$ cat config.mk
export PLATFORM = sky130hd
export DESIGN_NAME = aes_sbox_dom_ctrl
export DESIGN_NICKNAME = d
export VERILOG_FILES = /design/src/rtl/aes_sbox_dom_ctrl.sv
export SDC_FILE = /design/constraint.sdc
export NUM_CORES = 1
export LEC_CHECK = 0
export ABC_AREA = 0
export CAP_MARGIN = 20
export CORE_ASPECT_RATIO = 0.75
export CORE_MARGIN = 10
export CORE_UTILIZATION = 35
export CTS_BUF_LIST = sky130_fd_sc_hd__clkbuf_16
export DETAILED_ROUTE_END_ITERATION = 6
export PLACE_DENSITY = 0.74
export SYNTH_ARGS = -nofsm -noshare
export SYNTH_HDL_FRONTEND = slang
export SYNTH_SLANG_ARGS = --single-unit
$ cat constraint.sdc
create_clock -name clk_i -period 1.8 [get_ports clk_i]
set_input_delay 0.36 -clock clk_i [delete_from_list [all_inputs] [get_ports clk_i]]
set_output_delay 0.36 -clock clk_i [all_outputs]
set_load 0.1 [all_outputs]
$ cat src/rtl/aes_sbox_dom_ctrl.sv
// aes_sbox_dom_ctrl
//   Sequencer for a four-stage DOM-masked AES S-box. Accepts a three-share
//   input byte, requests fresh randomness, walks the S-box stage enables
//   one cycle each, captures the result shares and holds them until the
//   consumer takes them.
//
// Ports
//   clk_i, rst_ni                     clock, synchronous active-low reset
//   in_valid_i / in_ready_o           masked-byte request handshake
//   in_data_i, in_mask0_i, in_mask1_i input shares (S-box input basis)
//   prd_req_o / prd_ack_i, prd_data_i randomness request, 102-bit payload
//   sbox_we_o                         one-hot stage write enables
//   sbox_data_o, sbox_mask0_o,
//   sbox_mask1_o, sbox_prd_o          registered operands toward the S-box
//   sbox_data_i, sbox_mask0_i,
//   sbox_mask1_i                      S-box result shares
//   out_valid_o / out_ready_i         result handshake
//   out_data_o, out_mask0_o,
//   out_mask1_o                       registered result shares
//   busy_o                            high outside IDLE
//   err_o                             one-cycle pulse on randomness timeout
//
// Configuration
//   AES_SBOX_DOM_CTRL_CLEAR_EN  when defined, operand registers are zeroed
//   once the result is captured (and the shares on timeout), and result
//   registers are zeroed on the output handshake.

module aes_sbox_dom_ctrl #(
  parameter int unsigned PrdTimeout = 16
) (
  input  logic         clk_i,
  input  logic         rst_ni,
  input  logic         in_valid_i,
  output logic         in_ready_o,
  input  logic [7:0]   in_data_i,
  input  logic [7:0]   in_mask0_i,
  input  logic [7:0]   in_mask1_i,
  output logic         prd_req_o,
  input  logic         prd_ack_i,
  input  logic [101:0] prd_data_i,
  output logic [3:0]   sbox_we_o,
  output logic [7:0]   sbox_data_o,
  output logic [7:0]   sbox_mask0_o,
  output logic [7:0]   sbox_mask1_o,
  output logic [101:0] sbox_prd_o,
  input  logic [7:0]   sbox_data_i,
  input  logic [7:0]   sbox_mask0_i,
  input  logic [7:0]   sbox_mask1_i,
  output logic         out_valid_o,
  input  logic         out_ready_i,
  output logic [7:0]   out_data_o,
  output logic [7:0]   out_mask0_o,
  output logic [7:0]   out_mask1_o,
  output logic         busy_o,
  output logic         err_o
);

  typedef enum logic [2:0] {
    IDLE,
    WAIT_PRD,
    S1,
    S2,
    S3,
    S4,
    CAPT,
    OUT
  } state_e;

  localparam logic [7:0] PrdCntLast = 8'(PrdTimeout - 1);

  state_e     state_q, state_d;
  logic [7:0] prd_cnt_q;
  logic       accept;
  logic       prd_take;
  logic       timeout;
  logic       out_take;

  assign accept   = (state_q == IDLE) && in_valid_i;
  assign prd_take = (state_q == WAIT_PRD) && prd_ack_i;
  // An ack arriving in the last allowed cycle wins over the abort.
  assign timeout  = (state_q == WAIT_PRD) && !prd_ack_i && (prd_cnt_q == PrdCntLast);
  assign out_take = (state_q == OUT) && out_ready_i;

  always_ff @(posedge clk_i) begin
    if (!rst_ni) begin
      state_q <= IDLE;
    end else begin
      state_q <= state_d;
    end
  end

  always_comb begin
    state_d = state_q;
    case (state_q)
      IDLE:     if (in_valid_i) state_d = WAIT_PRD;
      WAIT_PRD: begin
        if (prd_ack_i) begin
          state_d = S1;
        end else if (timeout) begin
          state_d = IDLE;
        end
      end
      S1:       state_d = S2;
      S2:       state_d = S3;
      S3:       state_d = S4;
      S4:       state_d = CAPT;
      CAPT:     state_d = OUT;
      OUT:      if (out_ready_i) state_d = IDLE;
      default:  state_d = IDLE;
    endcase
  end

  // Handshake outputs decode the state register only.
  always_comb begin
    in_ready_o  = 1'b0;
    prd_req_o   = 1'b0;
    out_valid_o = 1'b0;
    busy_o      = 1'b1;
    sbox_we_o   = 4'b0000;
    case (state_q)
      IDLE: begin
        in_ready_o = 1'b1;
        busy_o     = 1'b0;
      end
      WAIT_PRD: prd_req_o   = 1'b1;
      S1:       sbox_we_o   = 4'b0001;
      S2:       sbox_we_o   = 4'b0010;
      S3:       sbox_we_o   = 4'b0100;
      S4:       sbox_we_o   = 4'b1000;
      OUT:      out_valid_o = 1'b1;
      default:  ;
    endcase
  end

  always_ff @(posedge clk_i) begin
    if (!rst_ni) begin
      prd_cnt_q <= '0;
      err_o     <= 1'b0;
    end else begin
      err_o <= timeout;
      if (accept) begin
        prd_cnt_q <= '0;
      end else if ((state_q == WAIT_PRD) && !prd_ack_i) begin
        prd_cnt_q <= prd_cnt_q + 8'd1;
      end
    end
  end

  always_ff @(posedge clk_i) begin
    if (!rst_ni) begin
      sbox_data_o  <= '0;
      sbox_mask0_o <= '0;
      sbox_mask1_o <= '0;
      sbox_prd_o   <= '0;
      out_data_o   <= '0;
      out_mask0_o  <= '0;
      out_mask1_o  <= '0;
    end else begin
      if (accept) begin
        sbox_data_o  <= in_data_i;
        sbox_mask0_o <= in_mask0_i;
        sbox_mask1_o <= in_mask1_i;
      end
`ifdef AES_SBOX_DOM_CTRL_CLEAR_EN
      else if ((state_q == CAPT) || timeout) begin
        sbox_data_o  <= '0;
        sbox_mask0_o <= '0;
        sbox_mask1_o <= '0;
      end
`endif

      if (prd_take) begin
        sbox_prd_o <= prd_data_i;
      end
`ifdef AES_SBOX_DOM_CTRL_CLEAR_EN
      else if (state_q == CAPT) begin
        sbox_prd_o <= '0;
      end
`endif

      if (state_q == CAPT) begin
        out_data_o  <= sbox_data_i;
        out_mask0_o <= sbox_mask0_i;
        out_mask1_o <= sbox_mask1_i;
      end
`ifdef AES_SBOX_DOM_CTRL_CLEAR_EN
      else if (out_take) begin
        out_data_o  <= '0;
        out_mask0_o <= '0;
        out_mask1_o <= '0;
      end
`endif
    end
  end

`ifndef AES_SBOX_DOM_CTRL_CLEAR_EN
  // Result registers simply hold after the handshake in this build.
  logic unused_out_take;
  assign unused_out_take = out_take;
`endif

endmodule

# After elaboration in Yosys (flattened, before gate mapping)
# Index checks and enable logic that the tools add are counted.
# W data, S select, Z words.
# classes
n_addsub,1
multipliers,0
div,0
order_cmp,0
eq_ne,11
n_shift,0
mux,10
bitwise,1
n_reduce_logical,8
# op_table
operator,n
$pmux W3 S8,1
$pmux W4 S4,1
$eq A3 B3 Y1 const B,4
$mux W3,4
$add A8 B1 Y8 const B,1
$eq A8 B4 Y1 const B,1
$eq A3 B2 Y1 const B,2
$logic_and A1 B1 Y1,4
$mux W1,4
$ne A2 B2 Y1 const B,2
$eq A3 B1 Y1 const B,1
$logic_not A3 Y1,1
$ne A3 B3 Y1 const B,1
$reduce_and A3 Y1,1
$reduce_or A2 Y1,1
$logic_not A1 Y1,1
$not A1 Y1,1
# totals
reg_bits,162
latchBits,0
ram_bits,0
mem_bits_ro,0
out_inout_bits,159
word_cells,41
mem_count,0

# Depth between registers and ports, before layout
# Gate-level depths: netlist (run 1).
# logic_depth
depth_word,6
ltp_mapped,6
mapped_depth_nobuf,4

# Least setup slack after synthesis (run 1)
# OpenSTA, ideal clock, no wires.
# synth_path
kind,flip-flop to flip-flop
startpoint,register state_q[1]
endpoint,register state_q[0]
setup_time_ns,0.135
arrival_time_ns,4.277
setup_slack_ns,-2.611
stages_incl_launch_ff,6
path_buffers,1
synth_period_minus_slack_ns,4.411
path_cell_list,dfxtp_1 -> buf_2 -> nor3_1 -> inv_1 -> o21ai_0 -> a31oi_1
# synth_via
elab_chain_len,5
word_cells_on_any_way,15
# synth_rtl
item,line_no,text
start: declaration,71,"state_e state_q, state_d;"
start signal: assignment,88,state_q <= state_d;
$eq A3 B1 Y1,"81, 94",
$logic_and A1 B1 Y1 (2 in series),81,assign timeout = (state_q == WAIT_PRD) && !prd_ack_i && (prd_cnt_q == PrdCntLast);
$ne A3 B3 Y1 (no source line),-,
$reduce_and A3 Y1 (no source line),-,
# Parallel ways exist; a longest one is shown, timed or not.
# A chain may end at the register's enable or synchronous reset.

# Worst setup path after layout (run 1)
# layout_path
startpoint,register state_q[0]
endpoint,output port busy_o
# layout_via
elab_chain_len,2
# layout_rtl
item,line_no,text
$logic_not A3 Y1,120,case (state_q)
$mux W1,120,
end: declaration,54,"output logic busy_o,"
# Every way passes these cells.

==> results.cfg, run 1 <==
[final_layout]
final_cells = 1267
fin_nets = 1202
area_delta_synth_final_pct = 102
drive_gt1_share_pct = 23.5
fin_area_sq_um = 11700
insertedDiodeCount = 0

[synthesis]
synthFlopType = dfxtp_1
ys_seq_elements = 162
syn_area_per_cell_sq_um = 7.87
synthArstFlopShare_pct = 0
ys_types = 34
synthesis.area_sq_um = 5760
synth_fp_nets = 888
ys_warn_count = 0
ys_seq_area_share_pct = 56.3
synth_edf_count = 0
syn_inst = 732

[worst_setup_path]
startpoint_type = flop
r2r-start = state_q[1]
crit_chain = buf_12 -> nor3_4 -> inv_2 -> buf_12
worst-path-max-fanout = 9
cp.arrival_ns = 1.43
crit_slowest_cell = dfxtp_4
reg2reg_slack_ns = 0.02
rr_endpoint = prd_cnt_q[5]
reg2regPathDepth = 4
crit_top_cell = buf_12
critPathBufInv = 3
cpLargestDelayFamily = buffers and inverters
criticalPathCategory = flop to output port
slowest_delay_ns = 0.36
cp-end-kind = output port
required_ns = 1.44
setup.worst_path.start = state_q[0]

[sta]
worst_pin_slew_ns = 0.452
final-hold-violation-count = 0
rsz0062_at_grt = true
finalSetupViolCount = 0
drv_slew = 0
fmax_mhz = 558
whs_ns = 0.482
relSlewSlack_pct = 69.5
finalClockSkew_ns = 0.00922
layout_min_cycle_time_ns = 1.79
post-route-period-util_pct = 99.5
fin_setup_tns_ns = 0

[placed_design]
io_buffers = 313
placed_area_sq_um = 10900
place_hpwl_mm = 16.8
dpl.cell_count = 1225
globalplace.congestion = 0.778

[power_and_ir_drop]
vdd_ir_drop_max_mv = 0.659
p_leak_nw = 4.32
power_density_nw_per_um2 = 920
power_mw = 10.7

[routing]
drtIter0Drc = 355
num_vias = 6005
drc_errors = 0
wire_per_inst_um = 17.8
ant_nets = 0
routed_wirelength_mm = 22.6
viasPerCell = 4.74
dr.pass1.iters = 6

[min_path]
holdPathStages = 3
hp-class = input port to flop
holdPathEnd = sbox_prd_o[76]
worstHoldStart = prd_data_i[76]

[floorplan]
core_sq_um = 16100
die-area_sq_um = 22000
initial_utilization_pct = 35.9
io_pins = 314
rows = 40
die_h_um = 131
fp.dieW_um = 168

[status]
status = complete, no violations

[cts]
cts-hold-fix-buffers = 0
clockRootBuffer = clkbuf_16
clk_latency_ns = 0.42
cts_buffer_depth = 2
cts_tree = yes
cts.sinks = 162
cts.htree.levels = 4
numCtsBuffers = 17
clk_pin_slew_ns = 0.07

[global_route]
grt_pass1_wl_mm = 34.0
grtUsageTotal_pct = 19.3
grt_max_degree = 66
grt_overflow = 0
grt_pass1_vias = 5929
antenna_found_initial = 0

[job]
cap_violations = 0
-- cells by family after synthesis --
logic type | synth area share [%]
mux | 0.369
flops | 56.3
compound gates | 14.5
buf+inv | 4.06
xor+xnor | 0.152
simple gates | 24.4
fa+ha+maj | 0.217
-- cell type report --
type | instances | area, sq um
Clock buffer | 17 | 425
Fill cell | 1098 | 4400
Clock inverter | 13 | 188
Sequential cell | 162 | 3250
Multi-Input combinational cell | 512 | 2390
Tap cell | 210 | 263
Inverter | 3 | 13.8
Timing Repair Buffer | 350 | 5130
-- synth_stat cells, types with 2 or more instances --
| library cell | number | area, sq um |
|---|---|---|
| nand2_1 | 309 | 1160 |
| dfxtp_1 | 162 | 3240 |
| a21oi_1 | 158 | 791 |
| clkbuf_1 | 48 | 180 |
| nand3_1 | 5 | 25.0 |
| o21ai_0 | 5 | 25.0 |
| buf_2 | 4 | 20.0 |
| or3_1 | 4 | 25.0 |
| nor2_1 | 3 | 11.3 |
| nor3b_1 | 3 | 22.5 |
| or4_1 | 3 | 22.5 |
| and3b_1 | 2 | 17.5 |
| inv_1 | 2 | 7.51 |
| nand3b_1 | 2 | 15.0 |
| nor3_1 | 2 | 10.0 |
| o31ai_1 | 2 | 15.0 |
-- worst max-delay path by stage --
| stage | end | slack (ns) | depth (start not counted) |
|---|---|---|---|
| after floorplan | state_q[0] | -0.65 | 5 |
| after global placement | prd_cnt_q[5] | -0.21 | 4 |
| after detailed placement | prd_cnt_q[7] | -0.25 | 5 |
| after CTS | busy_o | 0.0004 | 4 |
| after global routing | busy_o | -0.03 | 4 |
| final | busy_o | 0.009 | 4 |
-- power by group --
group          internal [mW]  switching (mW)  total [mW]
Clock                   2.32            1.50        3.82
Sequential              3.75           0.169        3.92
Combinational           1.20            1.80        3.00
Total                   7.27            3.47        10.7
-- registers in the layout (all words and copies together), names as in the netlist --
| signal | cells |
|---|---|
| out_mask1_o | 8 |
| state_q | 3 |
| out_data_o | 8 |
| sbox_prd_o | 102 |
| prd_cnt_q | 8 |
| sbox_data_o | 8 |
| sbox_mask1_o | 8 |
| err_o | 1 |
| out_mask0_o | 8 |
| sbox_mask0_o | 8 |
-- what timing repair did --
action	CTS	global route
pin swaps	1	2
endpoints found under the setup margin	8	7
resized for setup	13	10
buffers inserted	11	1
-- metrics by stage --
step                      setup WS [ns]  utilization, %
after floorplan                  -0.647               -
after global placement           -0.210            67.8
after detailed placement         -0.249            67.8
after CTS                      0.000412            72.3
after global routing            -0.0333            72.6
final                           0.00941            72.6
-- layer usage --
layer  global-route usage [%]  vias up  routed length (um)
li1                         -     2997                   -
met1                     20.4     2758                8660
met2                     32.7      226               11000
met3                     9.80       24                2510
met4                     5.84        0                 387
met5                        0        -                   0
-- cell usage in the layout, fill, tap and decap left out, drive strengths merged, types with 3 or more instances in the layout --
| cell type | n |
|---|---|
| a21oi | 158 |
| buf | 196 |
| bufinv | 4 |
| clkbuf | 17 |
| clkdlybuf4s50 | 154 |
| clkinv | 5 |
| dfxtp | 162 |
| inv | 6 |
| nand2 | 309 |
| nand3 | 5 |
| nor2 | 3 |
| nor3b | 3 |
| o21ai | 5 |
| or3 | 4 |
| or4 | 3 |
-- tightest hold or removal path, cell delays in order --
cell	delay (ns)
clkdlybuf4s50_1	0.39
nand2_1	0.06
a21oi_1	0.05
No activity file was read; power rests on OpenSTA's default activity.
==> run 2, diff against run 1 <==
==> constraint.sdc (replaced) <==
create_clock -name clk_i -period 1.51 [get_ports clk_i]
set_input_delay 0.302 -clock clk_i [delete_from_list [all_inputs] [get_ports clk_i]]
set_output_delay 0.302 -clock clk_i [all_outputs]
set_load 0.1 [all_outputs]
==> run 2 against run 1 <==
Compared with the run above:
- the flow now finishes with violations (setup timing)
- clock-buffer cell count is the same
- highest routed layer unchanged
- critical path depth up 6
- sequential power rose by 22%
- critical endpoint is now sbox_prd_o[34]
- non-clock buffer count grew 55
- first-iteration DRC count rose by 28%
- die area is the same
- core utilization grew 17 points
- clock skew rose by 0.0011 ns
- sequential share of layout area down 5.3 points
- hold slack lost 0.055 ns
==> results.cfg, run 2 (synthesis results as in run 1) <==
[sta]
final-hold-violation-count = 0
worst_pin_slew_ns = 0.570
setup_ws_ns = -0.273
relSlewSlack_pct = 62.0
finalClockSkew_ns = 0.0103
rsz0062_at_grt = true
drv_slew = 0
post-route-period-util_pct = 118
finalSetupViolCount = 144
layout_min_cycle_time_ns = 1.78
fmax_mhz = 561

[job]
cap_violations = 0

[worst_setup_path]
path_depth = 10
reg2regPathDepth = 10
crit_top_cell = buf_6
criticalPathCategory = flop to flop
slowest_delay_ns = 0.37
cp.arrival_ns = 2.14
crit_slowest_cell = dfxtp_2
crit_chain = buf_6 -> buf_8 -> buf_8 -> and4bb_4 -> buf_12 -> buf_6 -> buf_6 -> buf_12 -> nand2_2 -> a21oi_2
cp-end-kind = flop
cpLargestDelayFamily = buffers and inverters
startpoint_type = flop
required_ns = 1.86
reg2reg_slack_ns = -0.27
critPathBufInv = 7
worst-path-max-fanout = 8

[floorplan]
die_h_um = 131
core_sq_um = 16100
rows = 40
die-area_sq_um = 22000
io_pins = 314
initial_utilization_pct = 35.9
fp.dieW_um = 168

[placed_design]
placed_area_sq_um = 10900
place_hpwl_mm = 17.1
io_buffers = 313
globalplace.congestion = 0.836

[routing]
num_vias = 7227
ant_nets = 0
dr.pass1.iters = 7
routed_wirelength_mm = 34.9
viasPerCell = 5.44
drc_errors = 0
wire_per_inst_um = 26.3
drtIter0Drc = 453

[status]
violations = setup timing
status = finished, violations left

[global_route]
grt_use_met3_pct = 10.2
grt_pass1_wl_mm = 37.4
grt_use_met1_pct = 22.2
grtUsageTotal_pct = 21.3
grt_max_degree = 81
grt.busiest_layer = met2
grtUsageMet2_pct = 36.1
grt_pass1_vias = 6595
grt_overflow = 0
antenna_found_initial = 4

[final_layout]
largest_reg_flops = 102
area_delta_synth_final_pct = 150
drive_gt1_share_pct = 54.3
num-fill-cells = 584
mostFrequentLayoutCells = 183 x buf_12, 159 x dfxtp_1, 154 x clkdlybuf4s50_1
fin_area_sq_um = 14400
top_register = sbox_prd_o
fin_util_pct = 89.7
fin_nets = 1258
layout_commonest_cell = buf_12

[power_and_ir_drop]
vdd_ir_drop_max_mv = 0.769
power_density_nw_per_um2 = 969
p_leak_nw = 5.65

[cts]
clockRootBuffer = clkbuf_16
cts_tree = yes
cts_buffer_depth = 2
clk_pin_slew_ns = 0.07
clk_latency_ns = 0.43
cts-hold-fix-buffers = 0
numCtsBuffers = 17
cts.sinks = 162
cts.htree.levels = 4

[min_path]
hp-class = input port to flop
holdPathStages = 3
## run 2: changes by cell type in the layout (fill, tap and decap cells not counted), sizes merged
cell / delta
buf: +38
clkbuf: +17
diode: +4
bufinv: -2
clkinvlp: +2
and4bb: +1
clkinv: +1
inv: +1
## run 2: power by group
group,internal [mW],switching [mW]
Combinational,2.08,2.80
Sequential,4.47,0.295
Clock,2.42,1.89
## run 2: metal layers
layer	part of all wire, %	vias to the layer above
li1	-	3158
met1	35	3572
met2	51	394
met3	9.0	103
met4	5.1	0
met5	0	-
## run 2: area by class of cell
type / instances / area, sq um / share of cell area, %
Timing Repair Buffer: 405 / 6310 / 43.8
Multi-Input combinational cell: 513 / 4000 / 27.7
Sequential cell: 162 / 3250 / 22.5
Clock buffer: 17 / 425 / 2.95
Tap cell: 210 / 263 / 1.82
Clock inverter: 15 / 141 / 0.981
Inverter: 3 / 13.8 / 0.0955
Antenna cell: 4 / 10.0 / 0.0695
## run 2: what timing repair did
item / 4_1_cts / 5_1_grt
buffers inserted: 17 / 24
endpoints found under the setup margin: 102 / 155
gates resized for setup: 65 / 467
gates cloned: 12 / 26
pin swaps: 13 / 228
## run 2: through the flow
step | setup TNS, ns | setup slack, ns | total power [mW] | hold WS [ns] | std cells
after floorplan | -5.52 | -0.932 | 6.69 | 0.438 | 732
after global placement | -37.09 | -0.444 | 8.25 | 0.471 | 1226
after detailed placement | -40.11 | -0.464 | 8.29 | 0.477 | 1226
after CTS | -12.66 | -0.252 | 12.8 | 0.407 | 1287
after global routing | -27.72 | -0.312 | 14.3 | 0.437 | 1329
final | -23.90 | -0.273 | 14.0 | 0.427 | 1329
## run 2: tightest hold or removal path, cell delays in order
cell	delay (ns)
clkdlybuf4s50_1	0.40
nand2_1	0.05
a21oi_1	0.05
## run 2: worst paths after layout
kind,start,to
worst min register to register,out_data_o[4],out_data_o[4]
worst max-delay path,state_q[0],sbox_prd_o[34]
worst min-delay path,prd_data_i[84],sbox_prd_o[84]
worst max register to register,state_q[0],sbox_prd_o[34]
==> run 3, diff against run 2 <==
--- a/config.mk
+++ b/config.mk
@@ -9,10 +9,10 @@
 export CAP_MARGIN = 20
 export CORE_ASPECT_RATIO = 0.75
 export CORE_MARGIN = 10
-export CORE_UTILIZATION = 35
+export CORE_UTILIZATION = 42
 export CTS_BUF_LIST = sky130_fd_sc_hd__clkbuf_16
 export DETAILED_ROUTE_END_ITERATION = 6
-export PLACE_DENSITY = 0.74
+export PLACE_DENSITY = 0.84
 export SYNTH_ARGS = -nofsm -noshare
 export SYNTH_HDL_FRONTEND = slang
 export SYNTH_SLANG_ARGS = --single-unit
==> constraint.sdc (replaced) <==
create_clock -name clk_i -period 2.1 [get_ports clk_i]
set_input_delay 0.42 -clock clk_i [delete_from_list [all_inputs] [get_ports clk_i]]
set_output_delay 0.42 -clock clk_i [all_outputs]
set_load 0.1 [all_outputs]
==> run 3 against run 2 <==
Compared with the run above:
- the flow now finishes without violations
- worst setup slack improved by 0.40 ns
- non-clock buffer count fell by 72
- clock power fell by 31%
==> results.cfg, run 3 (synthesis results as in run 1) <==
[min_path]
holdPathStages = 2
worstHoldStart = sbox_mask0_o[3]
hp-class = flop to flop
holdPathEnd = sbox_mask0_o[3]

[power_and_ir_drop]
vdd_ir_drop_max_mv = 0.577
power_mw = 8.43
power_density_nw_per_um2 = 890
p_leak_nw = 3.75

[cts]
cts_tree = yes
cts_setup_buffers = 0
cts.htree.levels = 4
clockRootBuffer = clkbuf_16
numCtsBuffers = 17
clk_pin_slew_ns = 0.06
clk_latency_ns = 0.41
cts_buffer_depth = 2
cts.sinks = 162

[final_layout]
top_register = sbox_prd_o
layout_commonest_cell = nand2_1
mostFrequentLayoutCells = 309 x nand2_1, 164 x buf_4, 159 x dfxtp_1
insertedDiodeCount = 0
area_delta_synth_final_pct = 64.3
largest_reg_flops = 102
final_cells = 1212
fin_nets = 1185
drive_gt1_share_pct = 21.6
num-fill-cells = 1053
fin_util_pct = 71.7

[floorplan]
die-area_sq_um = 18900
rows = 36
initial_utilization_pct = 43.7
io_pins = 314
core_sq_um = 13200
fp.dieW_um = 155
die_h_um = 121

[sta]
whs_ns = 0.453
worst_pin_slew_ns = 0.353
rsz0062_at_grt = false
finalSetupViolCount = 0
drv_slew = 0
final-hold-violation-count = 0
fmax_mhz = 506
finalClockSkew_ns = 0.0124
relSlewSlack_pct = 76.2
setup_ws_ns = 0.123
layout_min_cycle_time_ns = 1.98
post-route-period-util_pct = 94.1

[routing]
drtIter0Drc = 369
dr.pass1.iters = 4
num_vias = 5918
viasPerCell = 4.88
ant_nets = 0
drc_errors = 0
routed_wirelength_mm = 20.5
wire_per_inst_um = 16.9

[worst_setup_path]
cp.arrival_ns = 1.56
worst-path-max-fanout = 12
required_ns = 1.68
reg2regPathDepth = 3
rr_endpoint = prd_cnt_q[5]
r2r-start = state_q[2]
startpoint_type = flop
criticalPathCategory = flop to output port
reg2reg_slack_ns = 0.41
cp-end-kind = output port

[placed_design]
globalplace.congestion = 0.856
io_buffers = 313
dpl.cell_count = 1181
place_hpwl_mm = 15.6
place_ws_ns = -0.00737

[job]
cap_violations = 0

[global_route]
grt_pass1_vias = 5767
grtUsageTotal_pct = 20.7
grt_overflow = 0
grt_max_degree = 77
grt_pass1_wl_mm = 31.5
antenna_found_initial = 0

[status]
status = complete, no violations
[run 3: cell types whose count changed in the layout (fill, tap and decap cells not counted), moves of 116 or more]
cell	previous run	this run
nand2_1	122	309
buf_12	183	15
buf_4	12	164
nand2_4	129	0
a21oi_1	42	158
a21oi_2	116	0
[run 3: power breakdown]
part	internal [mW]	switching [mW]
sequential	3.21	0.0774
combinational	0.643	1.50
clock	1.67	1.32
total	5.53	2.90
[run 3: area by class of cell]
type                    count  area, sq um  area share, %
clock buffers              17          425           4.49
multi-input cells         512         2350           24.8
clock inverters            14          144           1.52
well taps                 171          214           2.26
inverters                   3         13.8          0.145
repair buffers            333         3070           32.5
flip-flops and latches    162         3250           34.3
[run 3: layer usage]
layer | share of wire [%] | track usage [%] | vias up
met5 | 0 | 0 | -
met4 | 1.8 | 6.30 | 0
met3 | 9.8 | 9.46 | 20
met2 | 49 | 35.3 | 208
met1 | 39 | 22.7 | 2712
li1 | - | - | 2978
[run 3: worst max-delay path, cell delays in order (launching register included)]
cell and delay (ns):
dfxtp_2 0.43, buf_4 0.24, nor3b_2 0.26, buf_12 0.21
[run 3: how the worst max path moves through the flow]
| stage | cells after the start | end | startpoint |
|---|---|---|---|
| CTS | 4 | sbox_we_o[1] | state_q[1] |
| floorplan | 5 | state_q[0] | state_q[1] |
| detailed placement | 5 | prd_cnt_q[3] | prd_ack_i |
| finish | 3 | sbox_we_o[2] | state_q[2] |
| global route | 3 | sbox_we_o[2] | state_q[2] |
| global placement | 4 | prd_cnt_q[5] | prd_ack_i |
[run 3: through the flow]
| step | cell area, sq um | TNS (ns) |
|---|---|---|
| 2_1_floorplan | 5800 | -1.73 |
| 3_3_place_gp | 8890 | 0 |
| 3_5_place_dp | 8890 | -0.0146 |
| 4_1_cts | 9460 | 0 |
| 5_1_grt | 9460 | 0 |
| 6_report | 9460 | 0 |
[run 3: timing repair]
item | CTS | global route
setup endpoints to repair | 1 | 1
resized for setup | 1 | 2
hold buffers | 0 | 0
